## src/rtl/muldiv.sv

```systemverilog
// Iterative 32x32 multiply / divide unit with HI/LO result registers.
// Latency: MTHI/MTLO write at the accept edge; MULT/DIV-class ops take 32 cycles.
// Backpressure: Busy holds for the whole iteration. Start is dropped, not queued, while Busy=1.
//
// Ports:
//   Clk, Reset   - clock, asynchronous active-high reset
//   Start, Op    - request valid and opcode (sampled only while Busy=0)
//   A, B         - operands (rs, rt), latched at accept
//   Flush        - squash the operation in progress / block an accept
//   Out          - HI for MFHI, LO for MFLO, otherwise 0 (combinational)
//   Busy         - iterative operation in progress
//   Done         - one-cycle pulse after an iterative op updates HI/LO
//   DivZero      - pulses with Done when the finished divide had B=0
//
// Build option: define MULDIV_MADD_EN to enable MADD/MADDU/MSUB/MSUBU (Op 9-12).
// Without it those codes are treated as NOP.
module muldiv (
   input  logic        Clk,
   input  logic        Reset,
   input  logic        Start,
   input  logic [3:0]  Op,
   input  logic [31:0] A,
   input  logic [31:0] B,
   input  logic        Flush,
   output logic [31:0] Out,
   output logic        Busy,
   output logic        Done,
   output logic        DivZero
);

   localparam logic [3:0] OP_MULT  = 4'd1;
   localparam logic [3:0] OP_MULTU = 4'd2;
   localparam logic [3:0] OP_DIV   = 4'd3;
   localparam logic [3:0] OP_DIVU  = 4'd4;
   localparam logic [3:0] OP_MTHI  = 4'd5;
   localparam logic [3:0] OP_MTLO  = 4'd6;
   localparam logic [3:0] OP_MFHI  = 4'd7;
   localparam logic [3:0] OP_MFLO  = 4'd8;
`ifdef MULDIV_MADD_EN
   localparam logic [3:0] OP_MADD  = 4'd9;
   localparam logic [3:0] OP_MADDU = 4'd10;
   localparam logic [3:0] OP_MSUB  = 4'd11;
   localparam logic [3:0] OP_MSUBU = 4'd12;
`endif

   typedef enum logic [1:0] {
      IDLE = 2'd0,
      MUL  = 2'd1,
      DIV  = 2'd2
   } state_t;

   state_t      state, state_nxt;
   logic [4:0]  cnt;
   logic [31:0] hi, lo;

   // Shared iteration register.
   //   MUL: [63:32] partial sum, [31:0] multiplier bits still to consume
   //   DIV: [63:32] partial remainder, [31:0] dividend bits / quotient bits
   logic [63:0] acc;
   logic [31:0] opnd;        // multiplicand or divisor magnitude
   logic        neg_q;       // negate product / quotient at the end
   logic        neg_r;       // negate remainder (dividend was negative)
   logic        dz;          // divisor was zero
   logic        done_r;
   logic        dz_r;
`ifdef MULDIV_MADD_EN
   logic        acc_add;     // MADD/MADDU: {HI,LO} += product
   logic        acc_sub;     // MSUB/MSUBU: {HI,LO} -= product
   logic        is_add, is_sub;
`endif

   // Request decode
   logic        accept;
   logic        is_mul_op, is_div_op, is_signed;
   logic        a_neg, b_neg;
   logic [31:0] a_mag, b_mag;

   always_comb begin
      is_mul_op = (Op == OP_MULT) || (Op == OP_MULTU);
      is_div_op = (Op == OP_DIV)  || (Op == OP_DIVU);
      is_signed = (Op == OP_MULT) || (Op == OP_DIV);
`ifdef MULDIV_MADD_EN
      is_add    = (Op == OP_MADD) || (Op == OP_MADDU);
      is_sub    = (Op == OP_MSUB) || (Op == OP_MSUBU);
      is_mul_op = is_mul_op || is_add || is_sub;
      is_signed = is_signed || (Op == OP_MADD) || (Op == OP_MSUB);
`endif
      a_neg = is_signed & A[31];
      b_neg = is_signed & B[31];
      a_mag = a_neg ? (~A + 32'd1) : A;
      b_mag = b_neg ? (~B + 32'd1) : B;
   end

   assign Busy   = (state != IDLE);
   assign accept = Start && !Busy && !Flush;

   // One iteration step of each engine
   logic [32:0] mul_sum;
   logic [63:0] mul_step;
   logic [32:0] rem_shift;
   logic        div_ge;
   logic [31:0] rem_diff, rem_new;
   logic [63:0] div_step;

   always_comb begin
      // Shift-add: add the multiplicand when the current multiplier bit is set,
      // then shift the whole register right, carry included.
      mul_sum  = {1'b0, acc[63:32]} + (acc[0] ? {1'b0, opnd} : 33'd0);
      mul_step = {mul_sum, acc[31:1]};

      // Restoring divide: bring in the next dividend bit and subtract if it fits.
      // When it fits the true difference is below 2^32, so a 32-bit subtract suffices.
      rem_shift = {acc[63:32], acc[31]};
      div_ge    = (rem_shift >= {1'b0, opnd});
      rem_diff  = rem_shift[31:0] - opnd;
      rem_new   = div_ge ? rem_diff : rem_shift[31:0];
      div_step  = {rem_new, acc[30:0], div_ge};
   end

   // Final results, consumed on the last iteration edge
   logic [63:0] mul_res, mul_final, div_final;
   logic [31:0] quo_s, rem_s;

   always_comb begin
      mul_res = neg_q ? (~mul_step + 64'd1) : mul_step;
`ifdef MULDIV_MADD_EN
      if (acc_add)
         mul_final = {hi, lo} + mul_res;
      else if (acc_sub)
         mul_final = {hi, lo} - mul_res;
      else
         mul_final = mul_res;
`else
      mul_final = mul_res;
`endif
      // Divisor zero naturally yields quotient all-ones and remainder = |A|;
      // neg_q is forced low for that case so only the remainder gets its sign back (HI = A).
      // 0x80000000 / -1 gives magnitude 0x80000000, whose negation is itself.
      quo_s     = neg_q ? (~div_step[31:0] + 32'd1)  : div_step[31:0];
      rem_s     = neg_r ? (~div_step[63:32] + 32'd1) : div_step[63:32];
      div_final = {rem_s, quo_s};
   end

   // FSM
   logic load_mul, load_div, wr_hi, wr_lo, finish;

   always_ff @(posedge Clk or posedge Reset) begin
      if (Reset)
         state <= IDLE;
      else
         state <= state_nxt;
   end

   always_comb begin
      state_nxt = state;
      load_mul  = 1'b0;
      load_div  = 1'b0;
      wr_hi     = 1'b0;
      wr_lo     = 1'b0;
      finish    = 1'b0;
      case (state)
         IDLE: begin
            if (accept) begin
               if (is_mul_op) begin
                  state_nxt = MUL;
                  load_mul  = 1'b1;
               end else if (is_div_op) begin
                  state_nxt = DIV;
                  load_div  = 1'b1;
               end
               wr_hi = (Op == OP_MTHI);
               wr_lo = (Op == OP_MTLO);
            end
         end
         MUL, DIV: begin
            if (Flush) begin
               state_nxt = IDLE;
            end else if (cnt == 5'd31) begin
               state_nxt = IDLE;
               finish    = 1'b1;
            end
         end
         default: state_nxt = IDLE;
      endcase
   end

   // Datapath
   always_ff @(posedge Clk or posedge Reset) begin
      if (Reset) begin
         cnt    <= 5'd0;
         hi     <= 32'd0;
         lo     <= 32'd0;
         acc    <= 64'd0;
         opnd   <= 32'd0;
         neg_q  <= 1'b0;
         neg_r  <= 1'b0;
         dz     <= 1'b0;
         done_r <= 1'b0;
         dz_r   <= 1'b0;
`ifdef MULDIV_MADD_EN
         acc_add <= 1'b0;
         acc_sub <= 1'b0;
`endif
      end else begin
         done_r <= finish;
         dz_r   <= finish & dz;

         if (load_mul) begin
            acc  <= {32'd0, b_mag};
            opnd <= a_mag;
         end else if (load_div) begin
            acc  <= {32'd0, a_mag};
            opnd <= b_mag;
         end else if (Busy) begin
            acc  <= (state == MUL) ? mul_step : div_step;
         end

         if (load_mul || load_div || Flush)
            cnt <= 5'd0;
         else if (Busy)
            cnt <= cnt + 5'd1;

         if (load_mul || load_div) begin
            neg_q <= (a_neg ^ b_neg) & (B != 32'd0);
            neg_r <= a_neg;
            dz    <= is_div_op & (B == 32'd0);
`ifdef MULDIV_MADD_EN
            acc_add <= is_add;
            acc_sub <= is_sub;
`endif
         end

         if (finish) begin
            {hi, lo} <= (state == MUL) ? mul_final : div_final;
         end else begin
            if (wr_hi) hi <= A;
            if (wr_lo) lo <= A;
         end
      end
   end

   assign Done    = done_r;
   assign DivZero = dz_r;

   always_comb begin
      Out = 32'd0;
      if (Op == OP_MFHI)
         Out = hi;
      else if (Op == OP_MFLO)
         Out = lo;
   end

endmodule

```

## config.mk

```make
export PLATFORM = sky130hd
export DESIGN_NAME = muldiv
export DESIGN_NICKNAME = d
export VERILOG_FILES = /design/src/rtl/muldiv.sv
export SDC_FILE = /design/constraint.sdc
export NUM_CORES = 1
export LEC_CHECK = 0
export ABC_AREA = 1
export ABC_CLOCK_PERIOD_IN_PS = 6000
export CAP_MARGIN = 0
export CELL_PAD_IN_SITES_DETAIL_PLACEMENT = 0
export CELL_PAD_IN_SITES_GLOBAL_PLACEMENT = 1
export CORE_MARGIN = 1
export CORE_UTILIZATION = 39
export CTS_CLUSTER_DIAMETER = 100
export DETAILED_ROUTE_END_ITERATION = 7
export PLACE_DENSITY = 0.81
export SYNTH_ARGS = -nofsm -noshare
export SYNTH_HDL_FRONTEND = slang
export SYNTH_SLANG_ARGS = --single-unit
```

## constraint.sdc

```tcl
create_clock -name Clk -period 6 [get_ports Clk]
set_input_delay 1.2 -clock Clk [delete_from_list [all_inputs] [get_ports Clk]]
set_output_delay 1.2 -clock Clk [all_outputs]
set_load 0.02 [all_outputs]
```

==> results.md, run 1 <==
- The main flop type after synthesis is sky130_fd_sc_hd__dfrtp_1.
- The share of the clock period used by the worst path after layout is 81.35%.
- From left edge to right edge, the die measures 226.3 um.
- The synthesized area divided by synthesized cell count is 5.899 um2.
- The leakage power of the design is 10.77 nW.
- The number of distinct standard cells referenced by the synthesized netlist is 61.
- The total area inside the core boundary comes to 49250 um2.
- The library cell with the largest summed area after synthesis is sky130_fd_sc_hd__dfrtp_1.
- The number of levels the H-tree was split into is 4.
- The sequential-to-total area share from yosys stat is 21.93%.
- The number of clock sinks is 172.
- The count of vias placed by the detailed router is 22860.
- The final total negative setup slack is 0 ns.
- The number of buffers and inverters on the critical path is 3.
- The number of max-slew violations in the final report is 0.
- After the first detailed-routing iteration, the DRC count stood at 2426.
- The worst pin sits at a relative slew slack of 33.15%.
- In the global route stage, met1 resource usage came out at 45.85%.
- The total track usage is 37.39%.
- The final critical delay including setup and external delays is 4.881 ns.
- The share of Yosys cell area claimed by the top area cell type is 21.93%.
- The slack of the worst reg-to-reg path is 1.61 ns.
- The flow ran to the end, and the final reports show no timing, DRC or antenna violations.
- The synthesized net count is 3474.
- In the post-synthesis netlist, the biggest area contributors are sky130_fd_sc_hd__dfrtp_1, sky130_fd_sc_hd__nand2_1, sky130_fd_sc_hd__inv_1.
- In this run the power density over the cells is 720.0 nW/um2.
- The congestion estimate from routability-driven global placement came to 1.069.
- The type of origin of the critical path is a primary input.
- The longest clock path from root to sink contains 2 buffers.
- The biggest cell delay along the critical path is 0.67 ns.
- Counting flops with a built-in enable in the synthesized netlist gives 0.
- The commonest cells after synthesis are sky130_fd_sc_hd__nand2_1, sky130_fd_sc_hd__inv_1, sky130_fd_sc_hd__nor2_1, sky130_fd_sc_hd__nand3_1, sky130_fd_sc_hd__o21ai_0.
- The first detailed-routing pass ran for 7 iterations.
- After clock tree synthesis, the clock-pin slew on the worst setup and hold paths is 0.07 ns.
- The count of cells resized by post-cts repair is 0.
- The number of hold-slack violations in the final timing report is 0.
- Setup repair after global routing left no endpoint under its margin.
- The layout has 5427 filler cells.
- The total of warnings raised by yosys is 0.
- Walking the worst path, the cells encountered are clkdlybuf4s50_1, nand2_1, inv_1, nand3_1, o21ai_0, clkdlybuf4s50_1.
- Data on the critical path is required at its endpoint by 4.80 ns.
- The residual DRC count is 0.
- The setup path with the least slack is of type in2out.
- The measured slew at the worst slew-check pin is 0.9922 ns.
- The setup fix buffers added after clock tree synthesis is 0.
- After detailed routing, the number of vias per cell comes to 5.669.
- The most instantiated library cell after synthesis is sky130_fd_sc_hd__nand2_1.
- The min-delay analysis places its worst path in the category reg2reg.
- The initial core utilization is 39.84%.
- The number of I/O port buffers is 106.
- Summing all flip-flop and latch instances after layout gives 4305 um2.
- Compared with the post-synthesis result, the final layout area differs by 11.39%.
- Pin placement for this block handled 107 I/O pins.
- The total clock buffers created by CTS is 17.
- At the later pin of the worst-skew pair, clock insertion delay measures 0.49 ns.
- The final layout contains 3501 nets.
- The floorplan has 81 rows.
- The cell type of the slowest stage on the worst timing path is sky130_fd_sc_hd__clkdlybuf4s50_1.
- In the synthesized netlist, the number of instances is 3327.
- In the final layout, the share of cells above drive strength 1 is 5.019%.
- The routed wire length per instance is 23.66 um.
- The peak-usage layer in the global routing report is met2.
- The sum of routed wire length over all layers is 95380 um.
- The mapped netlist covers 19630 um2.
- Cells fill 44.38% of the core in the end.
- TritonCTS built the clock tree.
- The die footprint is 51220 um2.
- The most frequent cell on the critical path is sky130_fd_sc_hd__clkdlybuf4s50_1.
- In this run, synthesis produced a sequential element count of 172.
- The arrival time at the worst endpoint is 3.68 ns.
- The initial antenna violation count is 2.
- Counting flops with an async set or reset pin after synthesis yields a share of 100.0%.
- The peak clock frequency supported by timing is 204.9 MHz.
- The largest fanout of any net on the critical path is 32.
- The number of setup violations in the final report is 0.
- The worst setup path is captured at a primary output.
- After clock tree synthesis, the flow added hold-fix buffers numbering 0.
- The post-DP HPWL is 78350 um.
- For this run, global-route usage on met3 was measured as 6.725%.
- Entering global routing, the biggest net connects 95 pins.
- The library cell used as clock root buffer is sky130_fd_sc_hd__clkbuf_16.
- The maximum ir drop on the vdd rail is 0.4060 mV.
- The met2 usage in global routing is 60.02%.
- The wire length of the first global-routing pass is 138300 um.
- The count of nets left with antenna violations once routing finished came out at 0.
- The remaining global-route overflow is 0.
- The die height is 226.3 um.
- Max-cap violations in this run came to 0.
- The cell type group with the largest total delay on the critical path is buffers and inverters.
- The number of global-route vias before repair is 21310.
- The setup skew after layout is 0.01428 ns.
- The footprint of the multi-input gates is 12880 um2.
## cell usage in the layout, fill, tap and decap left out, types with 11 or more instances in the layout
cell type,count
sky130_fd_sc_hd__nand4_1,51
sky130_fd_sc_hd__dfrtp_1,171
sky130_fd_sc_hd__o31ai_1,19
sky130_fd_sc_hd__a21oi_1,135
sky130_fd_sc_hd__inv_2,12
sky130_fd_sc_hd__ha_1,72
sky130_fd_sc_hd__nor3_1,42
sky130_fd_sc_hd__nor2_2,19
sky130_fd_sc_hd__o211ai_1,76
sky130_fd_sc_hd__buf_4,31
sky130_fd_sc_hd__o21ai_0,243
sky130_fd_sc_hd__nor2_1,316
sky130_fd_sc_hd__nand3_1,242
sky130_fd_sc_hd__inv_1,493
sky130_fd_sc_hd__nand2_2,25
sky130_fd_sc_hd__clkdlybuf4s50_1,106
sky130_fd_sc_hd__nand2_1,988
sky130_fd_sc_hd__xnor2_1,19
sky130_fd_sc_hd__xor2_1,96
sky130_fd_sc_hd__clkbuf_16,17
sky130_fd_sc_hd__o221ai_1,18
sky130_fd_sc_hd__o22ai_1,25
sky130_fd_sc_hd__nand2_4,11
## logic make-up after synthesis
logic type      synth area share, %
fa+ha+maj                     4.858
xor+xnor                      5.132
simple gates                  37.79
flops                         21.93
compound gates                17.65
buf+inv                       12.63
## through the flow
| step | setup WS [ns] | power (mW) | cell area, um2 | cells | hold slack [ns] |
|---|---|---|---|---|---|
| 3_3_place_gp | 1.298 | 14.15 | 21260 | 3999 | 0.4735 |
| 5_1_grt | 0.8724 | 16.88 | 21860 | 4031 | 0.5441 |
| 6_report | 1.119 | 15.74 | 21860 | 4032 | 0.5053 |
| 2_1_floorplan | 0.1399 | 10.20 | 19630 | 3327 | 0.4538 |
| 4_1_cts | 1.178 | 15.48 | 21860 | 4031 | 0.5031 |
| 3_5_place_dp | 1.179 | 14.23 | 21260 | 3999 | 0.4859 |
## worst paths after layout
kind                       startpoint  endpoint  cells past startpoint
setup / recovery                Op[0]   Out[15]                      6
hold / removal                 hi[21]    hi[21]                      2
setup reg to reg               acc[0]    hi[20]                     26
hold reg to reg                hi[21]    hi[21]                      2
max in group asynchronous       Reset    hi[30]                      3
min in group asynchronous       Reset   DivZero                      2
## per-layer routing
metal / vias up / part of all wire (%)
met5: - / 0
met4: 0 / 7.2
met3: 219 / 7.2
met2: 1039 / 46
met1: 10800 / 40
li1: 10800 / -
## registers in the layout (all words and copies together) (netlist names), 2 cells and up
signal,flops
lo,32
cnt,5
hi,32
state,2
acc,64
opnd,32
## report_power, final
group	switching (mW)	internal [mW]	total, mW
Combinational	8.71	3.46	12.2
Sequential	0.705	1.66	2.36
Clock	0.570	0.636	1.21
Total	9.98	5.76	15.7
## area by class of cell
type	count	area share (%)
well taps	664	3.801
clock buffers	19	2.026
multi-input cells	2514	58.94
clock inverters	13	0.7097
inverters	511	8.803
repair buffers	138	6.010
diodes	1	0.01145
flip-flops and latches	172	19.70
## worst reg2reg max path, cell delays in order, from the launching register on
cell	delay, ns
sky130_fd_sc_hd__dfrtp_1	0.54
sky130_fd_sc_hd__buf_4	0.25
sky130_fd_sc_hd__nand2_1	0.06
sky130_fd_sc_hd__inv_1	0.04
sky130_fd_sc_hd__ha_1	0.27
sky130_fd_sc_hd__fa_1	0.49
sky130_fd_sc_hd__nand2_1	0.09
sky130_fd_sc_hd__inv_1	0.05
sky130_fd_sc_hd__nand2_1	0.05
sky130_fd_sc_hd__nand2_1	0.13
sky130_fd_sc_hd__nand2_1	0.09
sky130_fd_sc_hd__nand2_1	0.12
sky130_fd_sc_hd__nand2_1	0.11
sky130_fd_sc_hd__nand2_1	0.08
sky130_fd_sc_hd__nand2_1	0.07
sky130_fd_sc_hd__nand2_1	0.10
sky130_fd_sc_hd__nor2_1	0.33
sky130_fd_sc_hd__nand2_1	0.12
sky130_fd_sc_hd__nor2_1	0.12
sky130_fd_sc_hd__buf_4	0.16
sky130_fd_sc_hd__nand2_1	0.09
sky130_fd_sc_hd__o21ai_0	0.20
sky130_fd_sc_hd__o21ai_0	0.13
sky130_fd_sc_hd__o21ai_0	0.19
sky130_fd_sc_hd__nand3_1	0.19
sky130_fd_sc_hd__nand2_1	0.13
sky130_fd_sc_hd__nand2_1	0.07
Note: power is estimated with default switching activity, not from simulation.
==> inputs of run 2 (changes only) <==
--- a/config.mk
+++ b/config.mk
@@ -6,15 +6,15 @@
 export NUM_CORES = 1
 export LEC_CHECK = 0
 export ABC_AREA = 1
-export ABC_CLOCK_PERIOD_IN_PS = 6000
+export ABC_CLOCK_PERIOD_IN_PS = 4800
 export CAP_MARGIN = 0
 export CELL_PAD_IN_SITES_DETAIL_PLACEMENT = 0
 export CELL_PAD_IN_SITES_GLOBAL_PLACEMENT = 1
 export CORE_MARGIN = 1
-export CORE_UTILIZATION = 39
+export CORE_UTILIZATION = 43
 export CTS_CLUSTER_DIAMETER = 100
 export DETAILED_ROUTE_END_ITERATION = 7
-export PLACE_DENSITY = 0.81
+export PLACE_DENSITY = 0.85
 export SYNTH_ARGS = -nofsm -noshare
 export SYNTH_HDL_FRONTEND = slang
 export SYNTH_SLANG_ARGS = --single-unit
==> constraint.sdc (replaced) <==
create_clock -name Clk -period 4.8 [get_ports Clk]
set_input_delay 0.96 -clock Clk [delete_from_list [all_inputs] [get_ports Clk]]
set_output_delay 0.96 -clock Clk [all_outputs]
set_load 0.02 [all_outputs]
==> run 2 against run 1 <==
Effect of this change:
- final area up 0.10%
- non-clock buffer count increased by 18
- register-to-register slack worse by 1.0 ns
- highest routed layer unchanged
- worst hold slack improved by 0.0073 ns
- clock skew is 0.0047 ns higher
- largest cell class unchanged
- core utilization increased by 4.7 points
- sequential power rose by 24%
- combinational power up 25%
- critical path type is now reg2reg
- global-route usage up 2.6 points
- count of clock-buffer cells in the layout unchanged
==> results.md, run 2 (synthesis results as in run 1) <==
- The flow ran to the end, and the final reports show no timing, DRC or antenna violations.
- The arrival time at the worst endpoint is 4.65 ns.
- The number of clock buffers added by TritonCTS is 17.
- The storage element area is 4305 um2.
- After the flow finishes, the layout carries non-filler instances totaling 3976.
- Post-CTS timing repair inserted 0 buffers for setup.
- IR analysis of the VDD net gives a maximum drop of 0.4625 mV.
- The met2 wire length is 41620 um.
- The type of origin of the critical path is a flip-flop.
- The count of nets left with antenna violations after detail routing is 0.
- Entering global routing, the biggest net connects 97 pins.
- The post-route netlist has 5.496% of its cells at a drive strength greater than 1.
- The data required time of the critical path is 5.23 ns.
- The relative slew slack is 33.67%.
- The number of clock sinks is 172.
- The clock latency of the later-clocked register in the worst-skew pair is 0.50 ns.
- The signed area change from the synthesized netlist to the final layout is 11.50%.
- The first TritonRoute pass finished after 6 iterations.
- The setup path with the least slack is of type reg2reg.
- The final layout net count is 3519.
- Once placement completed, the tool counted placed cells totaling 3945.
- The measured slew at the worst slew-check pin is 0.9888 ns.
- The floorplan has 77 rows.
- The buffer depth of the longest clock path is 2.
- In this run the worst hold path is classified as reg2reg.
- The post-DP HPWL is 75260 um.
- After detailed routing, the number of remaining DRC violations is 0.
- In the routed layout, each cell is associated on average with a via count of 5.884.
- The worst setup path is captured at a flip-flop.
- The peak clock frequency supported by timing is 237.2 MHz.
- The routability congestion estimate from global placement is 1.051.
- The count of pins on the block boundary is 107.
- Summing all placed instances gives a cell area of 21330 um2.
- The leakage power of the design is 10.84 nW.
- The library cell used as clock root buffer is sky130_fd_sc_hd__clkbuf_16.
- The count of cells resized by post-cts repair is 0.
- The met1 wire length is 36340 um.
- The remaining global-route overflow is 0.
- The initial antenna violation count is 1.
- The number of I/O port buffers is 106.
- The share of the clock period used by the worst path after layout is 87.82%.
- The DRC violation total after the first TritonRoute iteration is 2595.
- For this block, the routed nets add up to 93260 um of wire.
- After clock tree synthesis, the flow added hold-fix buffers numbering 0.
- For this configuration, the core starts out at a cell density of 44.00%.
- The footprint of the multi-input gates is 12880 um2.
- Setup violations remaining at the end of the flow were counted as 0.
- Global routing consumed, over all layers together, 39.96% of the routing resources.
- The top cell types in the final layout, fill and taps aside, are sky130_fd_sc_hd__nand2_1, sky130_fd_sc_hd__inv_1, sky130_fd_sc_hd__nor2_1.
- The number of max-slew violations in the final report is 0.
- The filler cells instantiated in the layout total 4858.
- The final total negative setup slack is 0 ns.
- The wire length of the first global-routing pass is 138000 um.
- The final critical delay including setup and external delays is 4.215 ns.
- The number of global-route vias before repair is 22170.
- The highest layer touched by signal routing is met4.
- The detailed route wirelength on metal3 is 7392 um.
- After clock tree synthesis, the clock-pin slew on the worst setup and hold paths is 0.08 ns.
- The die height is 215.6 um.
- The power density of the placed cells is 894.5 nW/um2.
- The CTS tree is done.
- The number of hold-slack violations in the final timing report is 0.
- The flip-flop count of the largest register, all copies and words added is 64.
- The floorplan step set the die width to 215.6 um.
- Setup repair after global routing left no endpoint under its margin.
- On the final layout, the worst clock skew is 0.01900 ns.
- The library cell used most frequently in the layout, excluding fill and tap cells, is sky130_fd_sc_hd__nand2_1.
- The H-tree was split into 4 levels.
- The number of antenna diodes in the final layout is 0.
- The max-capacitance violation count is 0.
- The largest fanout of any net on the critical path is 20.
- The routed wire length per instance is 23.46 um.
- The area inside the core boundary is 44610 um2.
- The register with the highest flop count is acc.
- Counting cells, the worst reg-to-reg path comes to 24.
- The detailed router placed 23390 vias in this run.
- The die footprint is 46500 um2.
- The area of all placed cells without fillers is 21880 um2.
- The number of cells on the worst hold path is 2.
## run 2: changes by cell type in the layout (fill, tap and decap cells not counted)
cell / before / now
sky130_fd_sc_hd__buf_4: 31 / 47
sky130_fd_sc_hd__diode_2: 1 / 0
sky130_fd_sc_hd__inv_6: 6 / 3
sky130_fd_sc_hd__clkinv_8: 0 / 1
sky130_fd_sc_hd__bufinv_16: 2 / 0
sky130_fd_sc_hd__clkinv_4: 1 / 3
sky130_fd_sc_hd__buf_12: 1 / 3
sky130_fd_sc_hd__clkinvlp_4: 2 / 3
## run 2: per-stage QoR
step	utilization (%)	total power, mW	setup slack, ns	hold WS, ns
after global routing	49.06	21.03	0.1982	0.5290
final	49.06	19.57	0.5847	0.5126
after CTS	49.06	19.18	0.6684	0.5087
after global placement	47.81	17.62	0.6314	0.4807
after floorplan	-	12.75	1.534	0.4538
after detailed placement	47.81	17.69	0.6785	0.4931
## run 2: path summary, 6_finish.rpt
path / startpoint / endpoint / slack [ns]
max: acc[0] / hi[31] / 0.58
min: hi[12] / hi[12] / 0.51
max reg2reg: acc[0] / hi[31] / 0.58
min reg2reg: hi[12] / hi[12] / 0.51
max in group asynchronous: Reset / neg_q / 2.95
min in group asynchronous: Reset / lo[0] / 0.83
## run 2: layer usage
| metal | vias to the layer above | GRT usage [%] |
|---|---|---|
| li1 | 10840 | - |
| met2 | 1254 | 63.26 |
| met3 | 310 | 5.285 |
| met4 | 0 | 30.64 |
| met1 | 10990 | 49.34 |
| met5 | - | 0 |
## run 2: report_power, final
group	internal, mW	switching [mW]	leakage, nW
Combinational	4.39	10.8	8.48
Clock	0.690	0.731	0.267
Sequential	2.07	0.851	2.09
## run 2: layout make-up
cell class	count	area share (%)
clock buffer	19	2.024
clock inverter	12	0.5089
inverter	511	8.788
multi-input combinational	2514	58.88
sequential	172	19.68
tap	592	3.385
timing repair buffer	156	6.736
## run 2: critical path: stages (launching register included)
cell and delay, ns:
sky130_fd_sc_hd__dfrtp_1 0.59, sky130_fd_sc_hd__buf_4 0.25, sky130_fd_sc_hd__nand2_1 0.05, sky130_fd_sc_hd__inv_1 0.04, sky130_fd_sc_hd__ha_1 0.23, sky130_fd_sc_hd__fa_1 0.46
sky130_fd_sc_hd__nand2_1 0.09, sky130_fd_sc_hd__inv_1 0.05, sky130_fd_sc_hd__nand2_1 0.05, sky130_fd_sc_hd__nand2_1 0.13, sky130_fd_sc_hd__nand2_1 0.10, sky130_fd_sc_hd__nand2_1 0.14
sky130_fd_sc_hd__nand3_1 0.10, sky130_fd_sc_hd__nand2_1 0.07, sky130_fd_sc_hd__xor2_1 0.39, sky130_fd_sc_hd__nand2_1 0.16, sky130_fd_sc_hd__nor2_1 0.39, sky130_fd_sc_hd__nand3_1 0.18
sky130_fd_sc_hd__inv_1 0.08, sky130_fd_sc_hd__nand2_1 0.07, sky130_fd_sc_hd__nand3_1 0.07, sky130_fd_sc_hd__nand2_1 0.06, sky130_fd_sc_hd__nor2_1 0.18, sky130_fd_sc_hd__nand2_1 0.14
sky130_fd_sc_hd__nand2_1 0.07
==> inputs of run 3 (changes only) <==
--- a/config.mk
+++ b/config.mk
@@ -7,13 +7,14 @@
 export LEC_CHECK = 0
 export ABC_AREA = 1
 export ABC_CLOCK_PERIOD_IN_PS = 4800
-export CAP_MARGIN = 0
+export CAP_MARGIN = 10
 export CELL_PAD_IN_SITES_DETAIL_PLACEMENT = 0
 export CELL_PAD_IN_SITES_GLOBAL_PLACEMENT = 1
 export CORE_MARGIN = 1
 export CORE_UTILIZATION = 43
 export CTS_CLUSTER_DIAMETER = 100
 export DETAILED_ROUTE_END_ITERATION = 7
+export GPL_ROUTABILITY_DRIVEN = 0
 export PLACE_DENSITY = 0.85
 export SYNTH_ARGS = -nofsm -noshare
 export SYNTH_HDL_FRONTEND = slang
==> run 3 against run 2 <==
Effect of this change:
- clock skew hardly changed
- cell count decreased by 0.18%
- global-route usage shrank 3.6 points
- power fell by 2.8%
- sequential cell count unchanged
- critical path depth rose by 1
- clock power rose by 4%
- core utilization shrank 0.073 points
- sequential share of layout area hardly changed
- final area fell by 0.15%
- maximum frequency shrank 3.6%
- non-clock buffer count down 8
- critical path type unchanged
- highest routed layer unchanged
==> results.md, run 3 (synthesis results as in run 1) <==
- Setup repair after global routing left no endpoint under its margin.
- In the final layout, the multi-input gates occupy 12880 um2.
- The total track usage is 36.33%.
- The via-per-instance ratio is 5.783.
- The biggest cell delay along the critical path is 0.79 ns.
- The standard-cell row count is 77.
- The register with the most flip-flops in the layout has 64 of them.
- The number of setup violations in the final report is 0.
- Of the cells placed in the final design, the portion with a size suffix greater than 1 is 5.330%.
- The number of max-slew violations in the final report came to 0.
- 107 I/O pins were placed.
- The buffer depth of the longest clock path is 2.
- The arrival time at the worst endpoint is 4.74 ns.
- The design draws 19.03 mW.
- The worst setup path is launched from a flip-flop.
- The timing endpoint of the critical path is hi[28].
- For this design the static power due to leakage is 10.82 nW.
- After detailed routing, the average wire length per cell comes to 21.35 um.
- The filler cell count in the final layout is 4759.
- The most frequent cell on the critical path is sky130_fd_sc_hd__nand2_1.
- The largest fanout of any net on the critical path is 14.
- Across the run, the number of max-cap violations was 0.
- The final critical delay including setup and external delays is 4.372 ns.
- The register with the highest flop count is acc.
- After clock tree synthesis, the setup repair step added 0 buffers.
- The number of clock sinks is 172.
- The signed area change from the synthesized netlist to the final layout is 11.34%.
- The area inside the core boundary is 44610 um2.
- The count of vias placed by the detailed router is 22950.
- At the end of the flow, the number of nets in the layout was 3511.
- In the routed design, unresolved DRC markers number 0.
- The clock latency of the later-clocked register in the worst-skew pair is 0.49 ns.
- The post-DP HPWL is 67840 um.
- The most critical setup path has its startpoint at acc[0].
- The cell type of the slowest stage on the worst timing path is sky130_fd_sc_hd__dfrtp_1.
- For the pin with the worst max-slew slack, the measured transition is 1.132 ns.
- The sum of routed wire length over all layers is 84730 um.
- The relative slew slack is 24.55%.
- Measured in cells, the most critical reg-to-reg path has a length of 25.
- The data required time of the critical path is 5.17 ns.
- The initial antenna violation count is 0.
- In this run the tool buffered the top-level ports with 106 buffer cells.
- The die height is 215.6 um.
- The die covers 46500 um2.
- The floorplan step set the die width to 215.6 um.
- In this run, post-CTS hold repair placed 0 buffers.
- In this run, the number of DRC markers left after iteration 0 of detailed routing was 2651.
- The sequential cells in the finished layout cover a total of 4305 um2.
- The first global-routing pass estimated 127800 um of wire.
- The most common library cell in the layout ignoring fill and taps is sky130_fd_sc_hd__nand2_1.
- The run finished with clean final reports.
- For this design the ratio of total power to cell area is 871.0 nW/um2.
- The endpoint of the worst register-to-register path is hi[28].
- The peak clock frequency supported by timing is 228.7 MHz.
- Clock tree synthesis selected as its root buffer the cell sky130_fd_sc_hd__clkbuf_16.
- The first detailed-routing pass ran for 7 iterations.
- The H-tree generated during clock tree synthesis spans 4 levels.
- The share of the clock period used by the worst path after layout is 91.08%.
- The CTS tree is done.
- The clock transition at the registers of the reported paths is 0.07 ns.
- TritonCTS created 17 clock buffers.
- The number of global-route vias before repair came to 21690.
- The pin count of the biggest net entering global routing is 173.
- In this run the critical register-to-register path is launched from acc[0].
- Across the VDD grid, the largest voltage drop is 0.4961 mV.
- Summed over all failing endpoints, the final setup total negative slack is 0 ns.
- Leaving out fill and tap cells, the most frequent cells in the layout are sky130_fd_sc_hd__nand2_1, sky130_fd_sc_hd__inv_1, sky130_fd_sc_hd__nor2_1.
- The total overflow left after global routing is 0.
- By startpoint and endpoint, the worst setup path is classified as reg2reg.
- The count of cells resized by post-cts repair is 0.
- The slack of the worst reg-to-reg path is 0.43 ns.
- The type of the worst min-delay path is reg2reg.
- The initial core utilization is 44.00%.
- The count of nets left with antenna violations after detail routing is 0.
- The number of antenna cells inserted is 0.
- The critical path capture point type is a flip-flop.
- The number of hold-slack violations in the final timing report is 0.
- The setup skew after layout is 0.01899 ns.
-- run 3: final cells by class --
class / instances / share of cell area, %
Multi-Input combinational cell: 2514 / 58.97
Timing Repair Buffer: 148 / 6.414
Sequential cell: 172 / 19.70
Inverter: 511 / 8.801
Clock inverter: 15 / 0.7731
Clock buffer: 17 / 1.947
Tap cell: 592 / 3.390
-- run 3: worst min-delay path by stage --
stage | startpoint | end | slack (ns) | depth (start not counted)
after detailed placement | lo[26] | lo[26] | 0.48 | 2
after floorplan | lo[18] | lo[18] | 0.45 | 2
final | lo[26] | lo[26] | 0.51 | 2
after global placement | hi[11] | hi[11] | 0.49 | 2
after CTS | lo[26] | lo[26] | 0.51 | 2
after global routing | hi[11] | hi[11] | 0.54 | 2
-- run 3: stage by stage --
stage	utilization, %	hold WS [ns]	setup slack (ns)	area (um2)	cells
floorplan	-	0.4538	1.534	19630	3327
finish	48.98	0.5091	0.4284	21850	3969
global placement	47.65	0.4864	0.5452	21260	3937
global route	48.98	0.5369	0.02507	21850	3969
CTS	48.98	0.5079	0.5239	21850	3969
detailed placement	47.65	0.4840	0.5533	21260	3937
-- run 3: routing by layer --
| layer | wire length [um] | global-route usage (%) | vias up | part of all wire (%) |
|---|---|---|---|---|
| li1 | - | - | 10820 | - |
| met1 | 32780 | 44.29 | 10660 | 39 |
| met2 | 37280 | 56.91 | 1169 | 44 |
| met3 | 7208 | 5.976 | 296 | 8.5 |
| met4 | 7461 | 28.77 | 0 | 8.8 |
| met5 | 0 | 0 | - | 0 |
-- run 3: critical path: cells and delay by family (launching register included) --
kind | cells | cell delay (ns)
xor+xnor | 1 | 0.31
compound gates | 1 | 0.20
simple gates | 18 | 1.98
flops | 1 | 0.79
buf+inv | 3 | 0.41
fa+ha+maj | 2 | 0.53
-- run 3: power breakdown --
part	switching (mW)	internal, mW
sequential	0.763	2.07
combinational	10.4	4.34
clock	0.773	0.704
